==> src/rtl/motion_pkg.sv <==
// ============================================================================
// motion_pkg
// ----------------------------------------------------------------------------
// Shared constants and types for the motion detector front end.
//   H_RES_DEF / V_RES_DEF : default active frame geometry (320 x 240)
//   PIX_W_DEF             : default grayscale pixel width
//   FRAME_PIXELS          : pixels per frame at the default geometry
//   CNT_W_DEF             : width able to hold 0..FRAME_PIXELS inclusive
//   diff_state_e          : frame sequencing states of frame_diff_stats
// ============================================================================
package motion_pkg;

    localparam int H_RES_DEF    = 320;
    localparam int V_RES_DEF    = 240;
    localparam int PIX_W_DEF    = 4;
    localparam int FRAME_PIXELS = H_RES_DEF * V_RES_DEF;
    localparam int CNT_W_DEF    = $clog2(FRAME_PIXELS + 1);

    typedef enum logic [1:0] {
        WAIT_SOF = 2'd0,    // idle, waiting for the first pixel of a frame
        ACTIVE   = 2'd1,    // accepting pixels of the current frame
        FLUSH    = 2'd2     // last pixel sits in stage 1; publish the total
    } diff_state_e;

endpackage

==> src/rtl/diff_threshold_pixel.sv <==
// ============================================================================
// diff_threshold_pixel
// ----------------------------------------------------------------------------
// Combinational per-pixel change detector: hit = |curr - prev| > threshold.
// The subtraction is done one bit wider than the pixel so the magnitude never
// wraps; the strict compare means threshold 0 flags any change and the
// maximum threshold flags nothing.
//
// Ports:
//   prev_pixel       in  [PIX_W-1:0]  pixel from the previous frame
//   curr_pixel       in  [PIX_W-1:0]  live pixel
//   noise_threshold  in  [PIX_W-1:0]  largest |diff| still treated as noise
//   hit              out 1            pixel changed by more than the threshold
// ============================================================================
module diff_threshold_pixel
    import motion_pkg::*;
#(
    parameter int PIX_W = PIX_W_DEF
) (
    input  logic [PIX_W-1:0] prev_pixel,
    input  logic [PIX_W-1:0] curr_pixel,
    input  logic [PIX_W-1:0] noise_threshold,
    output logic             hit
);

    logic [PIX_W:0] curr_ext;
    logic [PIX_W:0] prev_ext;
    logic [PIX_W:0] abs_diff;

    always_comb begin
        curr_ext = {1'b0, curr_pixel};
        prev_ext = {1'b0, prev_pixel};
        if (curr_ext >= prev_ext) begin
            abs_diff = curr_ext - prev_ext;
        end else begin
            abs_diff = prev_ext - curr_ext;
        end
        hit = (abs_diff > {1'b0, noise_threshold});
    end

endmodule

==> src/rtl/frame_diff_stats.sv <==
// ============================================================================
// frame_diff_stats
// ----------------------------------------------------------------------------
// Counts, per frame, the pixels whose |curr - prev| exceeds noise_threshold
// and publishes the complete-frame total once per frame.
//
// Pipeline:
//   stage 1 : registered hit/valid of the accepted pixel
//   stage 2 : frame accumulator and pixel index
//   publish : FLUSH folds the final stage-1 hit into the total, which is then
//             presented on diff_pixel_cnt together with a one-cycle cnt_valid.
//             The count/strobe appear on the second rising edge after the
//             edge that sampled the last pixel of the frame.
//
// Optional build macro:
//   DIFF_ROI_EN : adds roi_x0/roi_x1/roi_y0/roi_y1; only pixels inside the
//                 inclusive window are counted. Bounds are captured at
//                 frame_start and held for the frame.
//
// Ports:
//   clk              in  1            system clock
//   reset            in  1            synchronous, active-high reset
//   frame_start      in  1            pulse marking the first pixel of a frame
//   pixel_valid      in  1            prev/curr pixels valid this cycle
//   prev_pixel       in  [PIX_W-1:0]  pixel from the previous frame
//   curr_pixel       in  [PIX_W-1:0]  live camera pixel
//   noise_threshold  in  [PIX_W-1:0]  minimum |diff| exceeded to count a hit
//   roi_x0/roi_x1    in  [clog2(H_RES)-1:0]  ROI columns (DIFF_ROI_EN only)
//   roi_y0/roi_y1    in  [clog2(V_RES)-1:0]  ROI rows    (DIFF_ROI_EN only)
//   diff_pixel_cnt   out [CNT_W-1:0]  hit count of the last complete frame
//   cnt_valid        out 1            pulse when diff_pixel_cnt updates
//   frame_short      out 1            pulse when a frame restarts early
// ============================================================================
module frame_diff_stats
    import motion_pkg::*;
#(
    parameter int H_RES = H_RES_DEF,
    parameter int V_RES = V_RES_DEF,
    parameter int PIX_W = PIX_W_DEF,
    parameter int CNT_W = $clog2(H_RES * V_RES + 1)
) (
    input  logic                     clk,
    input  logic                     reset,
    input  logic                     frame_start,
    input  logic                     pixel_valid,
    input  logic [PIX_W-1:0]         prev_pixel,
    input  logic [PIX_W-1:0]         curr_pixel,
    input  logic [PIX_W-1:0]         noise_threshold,
`ifdef DIFF_ROI_EN
    input  logic [$clog2(H_RES)-1:0] roi_x0,
    input  logic [$clog2(H_RES)-1:0] roi_x1,
    input  logic [$clog2(V_RES)-1:0] roi_y0,
    input  logic [$clog2(V_RES)-1:0] roi_y1,
`endif
    output logic [CNT_W-1:0]         diff_pixel_cnt,
    output logic                     cnt_valid,
    output logic                     frame_short
);

    localparam int FRAME_N = H_RES * V_RES;
    localparam int IDX_W   = (FRAME_N > 1) ? $clog2(FRAME_N) : 1;
    localparam logic [IDX_W-1:0] LAST_IDX = IDX_W'(FRAME_N - 1);

    // ------------------------------------------------------------------
    // State
    // ------------------------------------------------------------------
    diff_state_e      state_reg;
    logic [IDX_W-1:0] idx_reg;
    logic [CNT_W-1:0] acc_reg;
    logic             hit_reg;
    logic             hit_valid_reg;
    logic [CNT_W-1:0] publish_sum_reg;
    logic             publish_pending_reg;
    logic [CNT_W-1:0] diff_pixel_cnt_reg;
    logic             cnt_valid_reg;
    logic             frame_short_reg;

    // ------------------------------------------------------------------
    // Combinational helpers
    // ------------------------------------------------------------------
    logic             pixel_hit;
    logic             pixel_eligible;
    logic             accept;
    logic             last_accept;
    logic [IDX_W-1:0] cur_idx;
    logic [IDX_W-1:0] idx_next;
    logic [CNT_W-1:0] hit_add;
    logic [CNT_W-1:0] acc_plus_hit;
    diff_state_e      start_state;

    diff_threshold_pixel #(
        .PIX_W (PIX_W)
    ) u_threshold (
        .prev_pixel      (prev_pixel),
        .curr_pixel      (curr_pixel),
        .noise_threshold (noise_threshold),
        .hit             (pixel_hit)
    );

    always_comb begin
        // frame_start always opens a frame, so its pixel is accepted in any
        // state; otherwise pixels are only taken while ACTIVE.
        accept       = pixel_valid && (frame_start || (state_reg == ACTIVE));
        cur_idx      = frame_start ? '0 : idx_reg;
        last_accept  = accept && (cur_idx == LAST_IDX);
        idx_next     = cur_idx + IDX_W'(1);
        hit_add      = CNT_W'(hit_valid_reg & hit_reg);
        acc_plus_hit = acc_reg + hit_add;
        // A one-pixel frame completes on its first accepted pixel.
        start_state  = last_accept ? FLUSH : ACTIVE;
    end

    // ------------------------------------------------------------------
    // Frame sequencing, accumulation and publish
    // ------------------------------------------------------------------
    always_ff @(posedge clk) begin
        if (reset) begin
            state_reg           <= WAIT_SOF;
            idx_reg             <= '0;
            acc_reg             <= '0;
            hit_reg             <= 1'b0;
            hit_valid_reg       <= 1'b0;
            publish_sum_reg     <= '0;
            publish_pending_reg <= 1'b0;
            diff_pixel_cnt_reg  <= '0;
            cnt_valid_reg       <= 1'b0;
            frame_short_reg     <= 1'b0;
        end else begin
            // Stage 1: only accepted pixels can carry a hit.
            hit_valid_reg <= accept;
            hit_reg       <= accept & pixel_hit & pixel_eligible;

            // Output stage: the total captured in FLUSH leaves one edge
            // later together with its strobe.
            publish_pending_reg <= 1'b0;
            cnt_valid_reg       <= publish_pending_reg;
            frame_short_reg     <= 1'b0;
            if (publish_pending_reg) begin
                diff_pixel_cnt_reg <= publish_sum_reg;
            end

            // Pixel index advances on accepted pixels only.
            if (last_accept) begin
                idx_reg <= '0;
            end else if (accept) begin
                idx_reg <= idx_next;
            end else if (frame_start) begin
                idx_reg <= '0;
            end

            case (state_reg)
                WAIT_SOF: begin
                    acc_reg <= '0;
                    if (frame_start) begin
                        state_reg <= start_state;
                    end
                end

                ACTIVE: begin
                    if (frame_start) begin
                        // Early restart: drop the partial total, including
                        // the old pixel still sitting in stage 1.
                        frame_short_reg <= 1'b1;
                        acc_reg         <= '0;
                        state_reg       <= start_state;
                    end else begin
                        acc_reg <= acc_plus_hit;
                        if (last_accept) begin
                            state_reg <= FLUSH;
                        end
                    end
                end

                FLUSH: begin
                    // Stage 1 holds the frame's last pixel here; fold it in
                    // while the accumulator restarts for any new frame.
                    publish_sum_reg     <= acc_plus_hit;
                    publish_pending_reg <= 1'b1;
                    acc_reg             <= '0;
                    state_reg           <= frame_start ? start_state : WAIT_SOF;
                end

                default: begin
                    acc_reg   <= '0;
                    state_reg <= WAIT_SOF;
                end
            endcase
        end
    end

    // ------------------------------------------------------------------
    // Region-of-interest gating
    // ------------------------------------------------------------------
`ifdef DIFF_ROI_EN
    localparam int X_W = $clog2(H_RES);
    localparam int Y_W = $clog2(V_RES);

    logic [X_W-1:0] x_reg;
    logic [Y_W-1:0] y_reg;
    logic [X_W-1:0] roi_x0_reg;
    logic [X_W-1:0] roi_x1_reg;
    logic [Y_W-1:0] roi_y0_reg;
    logic [Y_W-1:0] roi_y1_reg;
    logic [X_W-1:0] cur_x;
    logic [Y_W-1:0] cur_y;
    logic [X_W-1:0] win_x0;
    logic [X_W-1:0] win_x1;
    logic [Y_W-1:0] win_y0;
    logic [Y_W-1:0] win_y1;

    always_comb begin
        // Column/row tracked with wrap counters instead of dividing the
        // pixel index. On frame_start the live bounds apply to pixel 0.
        cur_x  = frame_start ? '0 : x_reg;
        cur_y  = frame_start ? '0 : y_reg;
        win_x0 = frame_start ? roi_x0 : roi_x0_reg;
        win_x1 = frame_start ? roi_x1 : roi_x1_reg;
        win_y0 = frame_start ? roi_y0 : roi_y0_reg;
        win_y1 = frame_start ? roi_y1 : roi_y1_reg;
        // Swapped bounds naturally give an empty window.
        pixel_eligible = (cur_x >= win_x0) && (cur_x <= win_x1) &&
                         (cur_y >= win_y0) && (cur_y <= win_y1);
    end

    always_ff @(posedge clk) begin
        if (reset) begin
            x_reg      <= '0;
            y_reg      <= '0;
            roi_x0_reg <= '0;
            roi_x1_reg <= '0;
            roi_y0_reg <= '0;
            roi_y1_reg <= '0;
        end else begin
            if (frame_start) begin
                roi_x0_reg <= roi_x0;
                roi_x1_reg <= roi_x1;
                roi_y0_reg <= roi_y0;
                roi_y1_reg <= roi_y1;
            end
            if (accept) begin
                if (cur_x == X_W'(H_RES - 1)) begin
                    x_reg <= '0;
                    y_reg <= (cur_y == Y_W'(V_RES - 1)) ? '0 : cur_y + Y_W'(1);
                end else begin
                    x_reg <= cur_x + X_W'(1);
                    y_reg <= cur_y;
                end
            end else if (frame_start) begin
                x_reg <= '0;
                y_reg <= '0;
            end
        end
    end
`else
    assign pixel_eligible = 1'b1;
`endif

    assign diff_pixel_cnt = diff_pixel_cnt_reg;
    assign cnt_valid      = cnt_valid_reg;
    assign frame_short    = frame_short_reg;

endmodule

==> config.mk <==
export PLATFORM = sky130hd
export DESIGN_NAME = frame_diff_stats
export DESIGN_NICKNAME = d
export VERILOG_FILES = /design/src/rtl/motion_pkg.sv /design/src/rtl/diff_threshold_pixel.sv /design/src/rtl/frame_diff_stats.sv
export SDC_FILE = /design/constraint.sdc
export NUM_CORES = 1
export LEC_CHECK = 0
export CAP_MARGIN = 20
export CORE_MARGIN = 4
export CORE_UTILIZATION = 57
export CTS_BUF_LIST = sky130_fd_sc_hd__clkbuf_8
export CTS_CLUSTER_DIAMETER = 100
export DETAILED_ROUTE_END_ITERATION = 10
export HOLD_SLACK_MARGIN = 0.03
export PLACE_DENSITY_LB_ADDON = 0.05
export SETUP_SLACK_MARGIN = 0.15
export SYNTH_ARGS = -nofsm -noshare
export SYNTH_HDL_FRONTEND = slang
export SYNTH_SLANG_ARGS = --single-unit
==> constraint.sdc <==
create_clock -name clk -period 7.15 [get_ports clk]
set_input_delay 1.43 -clock clk [delete_from_list [all_inputs] [get_ports clk]]
set_output_delay 1.43 -clock clk [all_outputs]
set_load 0.05 [all_outputs]
==> results.cfg <==
[global_route]
track_usage_pct = 19.5
grt_first_pass_wirelength_mm = 11.6
grt.overflow.total = 0
grt_pass1_vias = 2690
antenna_found_initial = 0
grt_max_degree = 49

[worst_setup_path]
endpoint = idx_reg[14]
r2r-end = idx_reg[14]
startpoint = frame_start
timing.rr.start = idx_reg[0]
cp.arrival_ns = 3.99
r2r_cells = 6
rrSetupSlack_ns = 4.83
end_kind = register
required_ns = 7.43
path_class = in -> reg
path_max_fanout = 13
cp-start-kind = input port

[drt]
viasPerCell = 5.59
wirelength_mm = 6.55
dr_total_vias = 2761
ant_nets = 0
drtIter0Drc = 106
drc = 0
routedWlPerCell_um = 13.3
first_pass_iters = 4

[logic_synthesis]
synth_edf_count = 0
yosysWarningCount = 0
yosysSeqAreaShare_pct = 43.0
ys.flop_type = dfxtp_1
synth_top_area_share_pct = 43.0
synthTopCellsByCount = dfxtp_1 (75), nor2_1 (62), mux2i_1 (21), inv_1 (20), xnor2_1 (20)
synth_cell_type_count = 52
netlist_top_cells_area = dfxtp_1 (43%), nor2_1 (6.7%), mux2i_1 (6.0%)
synth-async-reset-ratio_pct = 0
synth_cells = 386
synth_top_cell_by_area = dfxtp_1
syn_avg_cell_area_um2 = 9.04
synth_area_mm2 = 0.00349
yosysMostFrequentCell = dfxtp_1
ys_ff_latch = 75
synth_nets = 419

[clock_network]
clockBufferDepth = 2
clock-sinks = 75
post_cts_buffers = 0
clock_latency_ns = 0.35
clk_pin_slew_ns = 0.08
cts_buffers = 9
ctsHoldBuffers = 0
h-tree-depth = 3
cts_tree = built
cts_root_buf = clkbuf_8
cts_resized = 0

[pwr]
ir_worst_vdd_mv = 0.145
power.leakage_nw = 1.40
power.density_mw_per_mm2 = 205

[placed_design]
dpl_worst_slack_ns = 3.10
dp_hpwl_mm = 4.74
io_buffers = 34
place.gp.congestion = 0.850

[timing]
worstMarginPinSlew_ns = 0.967
slew_violations = 0
period_minus_slack_ns = 3.71
worst_slack_ns = 3.44
fmax_ghz = 0.269
fin_skew_ns = 0.0146
fin_tns_setup_ns = 0
rsz0062_at_grt = false
setup_violations = 0
relSlewSlack_pct = 35.4
post-route-period-util_pct = 51.9
hold_viol_final = 0

[die]
core-area_mm2 = 0.00592
dieArea_mm2 = 0.00744
rows = 28
io_pins = 35
die_x_um = 86.2
die_y_um = 86.2
initial_utilization_pct = 58.9

[layout]
syn_to_final_growth_pct = 16.8
seq_area_mm2 = 0.00150
antennaDiodeCount = 0
post-route-util_pct = 68.8
finalNetCount = 448
layout-drive-gt1-share_pct = 5.49
multiInputGateArea_mm2 = 0.00184
fill_cells = 503

[min_path]
hold_start = idx_reg[16]
hold_class = reg -> reg

[run_status]
status = completed

[job]
drv_cap = 0
## cell usage in the layout (no fill, tap or decap), types with 2 or more instances in the layout
cell / count
dfxtp_1: 75
nor2_1: 62
clkdlybuf4s50_1: 34
mux2i_1: 21
inv_1: 20
xnor2_1: 20
a211oi_1: 15
ha_1: 15
nand2_1: 14
a21oi_1: 12
nand3_1: 12
nor3_1: 11
nor2b_1: 10
nor4_1: 10
clkbuf_8: 9
o21ai_0: 8
nand4_1: 8
xor2_1: 6
o211ai_1: 4
nand4b_1: 3
and3_1: 3
or3_1: 3
nand2b_1: 2
nand3b_1: 2
nor4b_1: 2
o21ai_1: 2
and2_1: 2
or4_1: 2
fa_1: 2
bufinv_16: 2
buf_4: 2
## worst min path at each step
stage	endpoint	slack (ns)	cells past startpoint
final	idx_reg[16]	0.46	2
after global routing	idx_reg[16]	0.52	2
after CTS	idx_reg[16]	0.46	2
after detailed placement	idx_reg[16]	0.45	2
after global placement	idx_reg[16]	0.45	2
after floorplan	idx_reg[16]	0.43	2
## logic make-up after synthesis
| kind of cell | share of synthesized area [%] |
|---|---|
| simple gates | 23.5 |
| flops | 43.0 |
| compound gates | 9.94 |
| buf+inv | 4.41 |
| xor+xnor | 6.53 |
| mux | 6.03 |
| fa+ha+maj | 6.53 |
## cell type report
cell class / count / area share [%]
inverters: 20 / 1.84
flip-flops and latches: 75 / 36.8
clock inverters: 6 / 2.21
multi-input cells: 273 / 45.0
clock buffers: 9 / 3.04
repair buffers: 36 / 8.72
well taps: 75 / 2.30
## critical path, stage by stage
cell,delay [ns]
clkdlybuf4s50_1,0.62
nor2b_1,0.29
ha_1,0.23
nand4b_1,0.15
or4_4,0.61
or4b_1,0.52
a21oi_1,0.14
## per-layer routing
| layer | GRT usage (%) | wire length [µm] |
|---|---|---|
| met5 | 0 | 0 |
| met4 | 7.51 | 138 |
| met3 | 5.42 | 292 |
| met2 | 34.3 | 3300 |
| met1 | 22.4 | 2820 |
## power breakdown
| part | switching [W] | total (W) | internal (W) |
|---|---|---|---|
| clock network | 0.000153 | 0.000349 | 0.000196 |
| logic | 0.0000346 | 0.0000637 | 0.0000291 |
| registers | 0.00000176 | 0.000421 | 0.000419 |
| total | 0.000189 | 0.000833 | 0.000644 |
## per-stage QoR
stage	cells	power (W)	instance area (µm²)	hold slack, ns
6_report	494	0.000833	4080	0.463
5_1_grt	494	0.000871	4080	0.522
4_1_cts	494	0.000843	4080	0.464
3_5_place_dp	479	0.000495	3860	0.453
3_3_place_gp	479	0.000493	3860	0.447
2_1_floorplan	386	0.000474	3490	0.432
(Power assumes the default switching activity.)
